## src/rtl/tone_player.sv

```systemverilog
// tone_player: beat sequencer driving an external tone ROM, two square-wave
// tone channels (each with a sequential restoring divider that turns a tone
// frequency into a half-period in clock cycles) and a left-justified serial
// DAC stream.
// Optional feature macro: TONE_PLAYER_VOLUME_EN adds a 3-bit vol input and
// scales the square-wave amplitude to vol<<12; without it amplitude is 16'h2000.
//
// Control handshake: start and stop are single-cycle request pulses with no
// acknowledge. start is honoured only in IDLE and only when stop is low. stop
// is honoured only in PLAY and beats a simultaneous beat tick. busy mirrors
// the FSM state (1 = PLAY) and is the observable copy of that state.
module tone_player #(
    parameter int unsigned CLK_HZ   = 100_000_000,
    parameter int unsigned BEAT_HZ  = 8,
    parameter int unsigned SONG_LEN = 10,
    parameter int unsigned SIL_TONE = 50_000_000
) (
    input  logic        clk,
    input  logic        rst,
`ifdef TONE_PLAYER_VOLUME_EN
    input  logic [2:0]  vol,
`endif
    input  logic        start,
    input  logic        stop,
    input  logic        loop_en,
    output logic [11:0] ibeatNum,
    input  logic [31:0] toneL,
    input  logic [31:0] toneR,
    output logic        busy,
    output logic        done,
    output logic        audio_mclk,
    output logic        audio_lrck,
    output logic        audio_sck,
    output logic        audio_sdin
);

    localparam int unsigned BEAT_CYC  = CLK_HZ / BEAT_HZ;
    localparam logic [31:0] BEAT_LAST = 32'(BEAT_CYC - 1);
    localparam logic [11:0] LAST_BEAT = 12'(SONG_LEN - 1);
    localparam logic [31:0] SIL       = 32'(SIL_TONE);
    localparam logic [31:0] DIVIDEND  = 32'(CLK_HZ);

    typedef enum logic {
        IDLE = 1'b0,
        PLAY = 1'b1
    } state_t;

    state_t      state_q;
    logic [11:0] ibeat_q;
    logic [31:0] beat_cnt_q;
    logic        busy_q;
    logic        done_q;

    // Per-channel state; index 0 is left, index 1 is right.
    logic [31:0] tone_in       [2];
    logic [31:0] latched_d     [2];
    logic [31:0] latched_q     [2];
    logic [1:0]  silent;
    logic [1:0]  silent_d;
    logic [1:0]  div_busy_q;
    logic [5:0]  div_cnt_q     [2];
    logic [32:0] rem_q         [2];
    logic [31:0] quo_q         [2];
    logic [33:0] divisor_q     [2];
    logic [33:0] trial         [2];
    logic [31:0] half_period_q [2];
    logic [31:0] phase_cnt_q   [2];
    logic [1:0]  phase_q;
    logic [15:0] sample        [2];
    logic [15:0] amp;

    logic [8:0]  ser_cnt_q;
    logic [15:0] cap_l_q;
    logic [15:0] cap_r_q;
    logic [3:0]  bit_idx;

`ifdef TONE_PLAYER_VOLUME_EN
    assign amp = {1'b0, vol, 12'h000};
`else
    assign amp = 16'h2000;
`endif

    assign tone_in[0] = toneL;
    assign tone_in[1] = toneR;

    // Beat sequencer FSM with registered ibeatNum/busy/done.
    always_ff @(posedge clk) begin
        if (rst) begin
            state_q    <= IDLE;
            ibeat_q    <= 12'd0;
            beat_cnt_q <= 32'd0;
            busy_q     <= 1'b0;
            done_q     <= 1'b0;
        end else begin
            done_q <= 1'b0;
            case (state_q)
                IDLE: begin
                    if (start && !stop) begin
                        state_q    <= PLAY;
                        busy_q     <= 1'b1;
                        ibeat_q    <= 12'd0;
                        beat_cnt_q <= 32'd0;
                    end
                end
                PLAY: begin
                    if (stop) begin
                        state_q    <= IDLE;
                        busy_q     <= 1'b0;
                        ibeat_q    <= 12'd0;
                        beat_cnt_q <= 32'd0;
                    end else if (beat_cnt_q == BEAT_LAST) begin
                        beat_cnt_q <= 32'd0;
                        if (ibeat_q == LAST_BEAT) begin
                            ibeat_q <= 12'd0;
                            if (!loop_en) begin
                                state_q <= IDLE;
                                busy_q  <= 1'b0;
                                done_q  <= 1'b1;
                            end
                        end else begin
                            ibeat_q <= ibeat_q + 12'd1;
                        end
                    end else begin
                        beat_cnt_q <= beat_cnt_q + 32'd1;
                    end
                end
                default: begin
                    state_q <= IDLE;
                    busy_q  <= 1'b0;
                    ibeat_q <= 12'd0;
                end
            endcase
        end
    end

    assign ibeatNum = ibeat_q;
    assign busy     = busy_q;
    assign done     = done_q;

    // Per-channel tone selection, silence decode, divider trial and sample value.
    always_comb begin
        for (int c = 0; c < 2; c++) begin
            latched_d[c] = (state_q == PLAY) ? tone_in[c] : SIL;
            silent_d[c]  = (latched_d[c] == 32'd0) || (latched_d[c] >= SIL);
            silent[c]    = (latched_q[c] == 32'd0) || (latched_q[c] >= SIL);
            trial[c]     = {rem_q[c], quo_q[c][31]};
            if (silent[c]) begin
                sample[c] = 16'h0000;
            end else if (phase_q[c]) begin
                sample[c] = amp;
            end else begin
                sample[c] = ~amp + 16'd1;
            end
        end
    end

    // Tone latch and restoring divider: load on a tone change, 32 shift/subtract
    // steps, then publish the quotient as the new half-period.
    always_ff @(posedge clk) begin
        if (rst) begin
            for (int c = 0; c < 2; c++) begin
                latched_q[c]     <= SIL;
                div_cnt_q[c]     <= 6'd0;
                rem_q[c]         <= 33'd0;
                quo_q[c]         <= 32'd0;
                divisor_q[c]     <= 34'd0;
                half_period_q[c] <= 32'd0;
            end
            div_busy_q <= 2'b00;
        end else begin
            for (int c = 0; c < 2; c++) begin
                latched_q[c] <= latched_d[c];
                if (latched_d[c] != latched_q[c]) begin
                    // A fresh tone always restarts the divide; silence just aborts it.
                    if (!silent_d[c]) begin
                        div_busy_q[c] <= 1'b1;
                        div_cnt_q[c]  <= 6'd0;
                        rem_q[c]      <= 33'd0;
                        quo_q[c]      <= DIVIDEND;
                        divisor_q[c]  <= {1'b0, latched_d[c], 1'b0};
                    end else begin
                        div_busy_q[c] <= 1'b0;
                    end
                end else if (div_busy_q[c]) begin
                    if (div_cnt_q[c] == 6'd32) begin
                        half_period_q[c] <= quo_q[c];
                        div_busy_q[c]    <= 1'b0;
                    end else begin
                        if (trial[c] >= divisor_q[c]) begin
                            rem_q[c] <= 33'(trial[c] - divisor_q[c]);
                            quo_q[c] <= {quo_q[c][30:0], 1'b1};
                        end else begin
                            rem_q[c] <= trial[c][32:0];
                            quo_q[c] <= {quo_q[c][30:0], 1'b0};
                        end
                        div_cnt_q[c] <= div_cnt_q[c] + 6'd1;
                    end
                end
            end
        end
    end

    // Square-wave phase generators; held at zero while silent or before the
    // first half-period is known.
    always_ff @(posedge clk) begin
        if (rst) begin
            for (int c = 0; c < 2; c++) begin
                phase_cnt_q[c] <= 32'd0;
            end
            phase_q <= 2'b00;
        end else begin
            for (int c = 0; c < 2; c++) begin
                if (silent[c] || (half_period_q[c] == 32'd0)) begin
                    phase_cnt_q[c] <= 32'd0;
                    phase_q[c]     <= 1'b0;
                end else if (phase_cnt_q[c] >= half_period_q[c] - 32'd1) begin
                    // >= rather than == so a shrinking half-period cannot overrun.
                    phase_cnt_q[c] <= 32'd0;
                    phase_q[c]     <= ~phase_q[c];
                end else begin
                    phase_cnt_q[c] <= phase_cnt_q[c] + 32'd1;
                end
            end
        end
    end

    // Serial frame counter; both samples are captured as the counter wraps.
    always_ff @(posedge clk) begin
        if (rst) begin
            ser_cnt_q <= 9'd0;
            cap_l_q   <= 16'h0000;
            cap_r_q   <= 16'h0000;
        end else begin
            ser_cnt_q <= ser_cnt_q + 9'd1;
            if (ser_cnt_q == 9'd511) begin
                cap_l_q <= sample[0];
                cap_r_q <= sample[1];
            end
        end
    end

    assign bit_idx    = 4'd15 - ser_cnt_q[7:4];
    assign audio_mclk = ser_cnt_q[1];
    assign audio_sck  = ser_cnt_q[3];
    assign audio_lrck = ser_cnt_q[8];
    assign audio_sdin = ser_cnt_q[8] ? cap_r_q[bit_idx] : cap_l_q[bit_idx];

endmodule

```

## config.mk

```make
export PLATFORM = sky130hd
export DESIGN_NAME = tone_player
export DESIGN_NICKNAME = d
export VERILOG_FILES = /design/src/rtl/tone_player.sv
export SDC_FILE = /design/constraint.sdc
export NUM_CORES = 1
export LEC_CHECK = 0
export BUFFER_PORTS_ARGS = -buffer_cell sky130_fd_sc_hd__buf_2
export CORE_MARGIN = 2
export CORE_UTILIZATION = 35
export DETAILED_ROUTE_END_ITERATION = 12
export PLACE_DENSITY = 0.49
export SLEW_MARGIN = 20
export SYNTH_ARGS = -nofsm -noshare
export SYNTH_HDL_FRONTEND = slang
export SYNTH_SLANG_ARGS = --single-unit
```

## constraint.sdc

```tcl
create_clock -name clk -period 10 [get_ports clk]
set_input_delay 1.5 -clock clk [delete_from_list [all_inputs] [get_ports clk]]
set_output_delay 1.5 -clock clk [all_outputs]
set_load 0.02 [all_outputs]
```

==> summary.txt <==
Mapped Area = 26410 µm²
Yosys cell types = 77
DIE AREA = 77680 µm²
Clk_skew = 0.03821 ns
Hold buffers post-CTS = 0
Worst-Margin Slew = 1.050 ns
Commonest non-fill, non-tap cell in the layout = nor2_1
Post-Syn Instances = 2675
Initial antenna violation count = 2
Worst vdd rail ir drop = 113.0 µV
DR iter-0 viols = 1153
Peak per-stage delay on the critical path = 0.46 ns
Final setup viols = 0
Crit path kind = reg2reg
Crit path max fanout = 19
Max Root-Sink Buffers = 3
Fmax = 199.7 MHz
Syn-to-layout area delta = 13.23%
Core ar. = 74570 µm²
Die X = 278.7 µm
Post-CTS setup buffer count = 0
FFs w/ async S/R, synth = 0%
GRT Total Usage = 16.28%
Placer Congestion = 0.8464
Nets = 3025
Die H = 278.7 µm
Hold Violations, Final = 0
Initial core utilization = 35.42%
Final period utilization = 50.07%
Total of max-cap violations = 0
Leak = 11.63 nW
Worst Path Arrival = 5.46 ns
Diodes inserted = 0
Synth top area share = 37.97%
CTS tree = yes
Detailed-route via count = 19450
Clk sinks = 462
FP Rows = 100
Most frequent cells in the layout = nor2_1 (360), edfxtp_1 (334), and2_1 (158)
GRT overflow = 0
H-tree depth = 2
Req. time, crit path = 10.45 ns
Number of buffers created by CTS = 55
Post-CTS Resized = 0
Total Wirelength = 63520 µm
Pwr/cell area = 154.5 nW/µm²
Crit path capture type = flop
Top_reg_cell synth = edfxtp_1
Synth area leader = edfxtp_1
Slew margin rel. = 30.03%
Post-synth EDFFs = 334
Vias in the first global route = 19220
Share of layout cells above drive strength 1 = 7.943%
RSZ-0062 raised after global routing = false
DRT antenna net count = 0
DRT Pass-1 Iters = 5
Pins Over Slew Limit = 0
Residual DRC = 0
Total power draw = 0.004620 W
Mean post-synth cell area = 9.874 µm²
Global-route wire length before repair = 103200 µm
Sequential area share after synthesis = 47.67%
Ys Warns = 0
Fin Setup TNS = 0 ns
Drt wl/cell = 16.60 µm
IO Port Bufs = 86
HP Class = reg2reg
Slowest cell on crit path = or4_1
#FFs+latches synth = 462
Top cells by area, synth = edfxtp_1 (38%), dfxtp_1 (9.7%), ha_1 (6.7%)
Final HPWL DP = 45900 µm
IO Count = 87
CTS clk-pin slew, worst paths = 0.06 ns
Critical Path Start Type = flop
Clock Latency Late Sink = 0.63 ns
Pin count of the biggest net entering global routing = 85
Clk root buf = clkbuf_16
CP cell instances = inv_1 > ha_1 > nand2_1 > or4_1 > nor4_1 > nand3_1 > nor4_1 > xnor2_1 > ha_1 > a21o_1 > a21oi_1 > o21a_1 > nor2_1 > a2111oi_0 > o21ai_0 > a221o_1 > a21oi_1 > nand2b_1 > buf_4 > nor2_1
Fin crit period = 5.007 ns
Status = completed
Avg Vias per Cell = 5.082
[Yosys cell counts (all sizes together) (4+ instances only)]
master / count
buf: 22
a31oi: 11
or4: 14
or3: 18
nand2b: 25
a21oi: 135
and3: 32
o2bb2ai: 7
mux2i: 39
a211oi: 14
nor4: 59
a22oi: 14
o21a: 29
nand3b: 19
a211o: 4
ha: 142
inv: 147
nand4: 49
and4: 13
nor3: 68
clkbuf: 66
o21bai: 11
nand3: 98
o21ai: 81
a21o: 61
nor2b: 29
xnor2: 140
nor3b: 6
edfxtp: 334
and2: 158
a32oi: 8
or2: 14
dfxtp: 128
xor2: 122
a2111oi: 9
nand2: 130
nor2: 363
o211ai: 5
o41ai: 8
[cell type report]
| cell class | instances | area [µm²] |
|---|---|---|
| Inverter | 147 | 551.8 |
| Sequential cell | 462 | 12590 |
| Tap cell | 969 | 1212 |
| Clock buffer | 70 | 1568 |
| Fill cell | 7390 | 44660 |
| Clock inverter | 33 | 245.2 |
| Multi-Input combinational cell | 2041 | 13160 |
| Timing Repair Buffer | 105 | 573.1 |
[critical path, delay by kind of cell (launching register included)]
family,cells,cell delay [ns]
compound gates,7,1.42
fa+ha+maj,2,0.45
flops,1,0.39
buf+inv,2,0.45
xor+xnor,1,0.17
simple gates,8,2.00
[logic make-up (layout without fill, tap and decap cells)]
logic type,Yosys count,after routing,share of synthesized area (%)
xor+xnor,262,262,8.688
other cells,1,64,0.01420
simple gates,1101,1101,21.09
buf+inv,235,355,3.524
mux,39,39,1.478
fa+ha+maj,144,144,6.878
flops,462,462,47.67
compound gates,431,431,10.65
[registers in the layout, indices dropped and copies added, names as in the netlist, 2 cells and up]
register and cells:
cap_r_q 2, divisor_q 64, beat_cnt_q 32, quo_q 64, cap_l_q 2, ibeatNum 12
div_cnt_q 12, latched_q 64, half_period_q 64, div_busy_q 2, phase_cnt_q 64, ser_cnt_q 9
rem_q 66, phase_q 2
[metrics by stage]
| step | utilization, % | hold WS [ns] | std cells | worst slack, ns | area [µm²] |
|---|---|---|---|---|---|
| after floorplan | - | 0.4394 | 2738 | 4.240 | 26650 |
| after detailed placement | 37.67 | 0.4751 | 3724 | 4.975 | 28090 |
| after global placement | 37.67 | 0.4552 | 3724 | 4.809 | 28090 |
| after CTS | 40.11 | 0.4835 | 3827 | 4.950 | 29910 |
| final | 40.11 | 0.4759 | 3827 | 4.993 | 29910 |
| after global routing | 40.11 | 0.4933 | 3827 | 4.350 | 29910 |
[routing by layer]
| layer | share of wire [%] | vias up | global-route usage, % |
|---|---|---|---|
| met4 | 2.4 | 2 | 4.494 |
| met1 | 49 | 9228 | 22.81 |
| met2 | 44 | 352 | 25.94 |
| met5 | 0.020 | - | 0 |
| met3 | 4.1 | 115 | 2.678 |
| li1 | - | 9753 | - |
[final timing paths]
path,startpoint,end,slack (ns),cells past startpoint
worst max-delay path,half_period_q[0][0],phase_cnt_q[0][10],4.99,20
worst max register to register,half_period_q[0][0],phase_cnt_q[0][10],4.99,20
worst min register to register,cap_l_q[14],cap_l_q[14],0.48,2
worst min-delay path,cap_l_q[14],cap_l_q[14],0.48,2
[power by group]
part           total (W)  switching [W]  leakage, nW  internal [W]
clock network    0.00201       0.000844        0.897       0.00116
logic           0.000449       0.000272         6.24      0.000177
registers        0.00216      0.0000537         4.49       0.00211
total            0.00462        0.00117         11.6       0.00345
(Power assumes the default switching activity.)
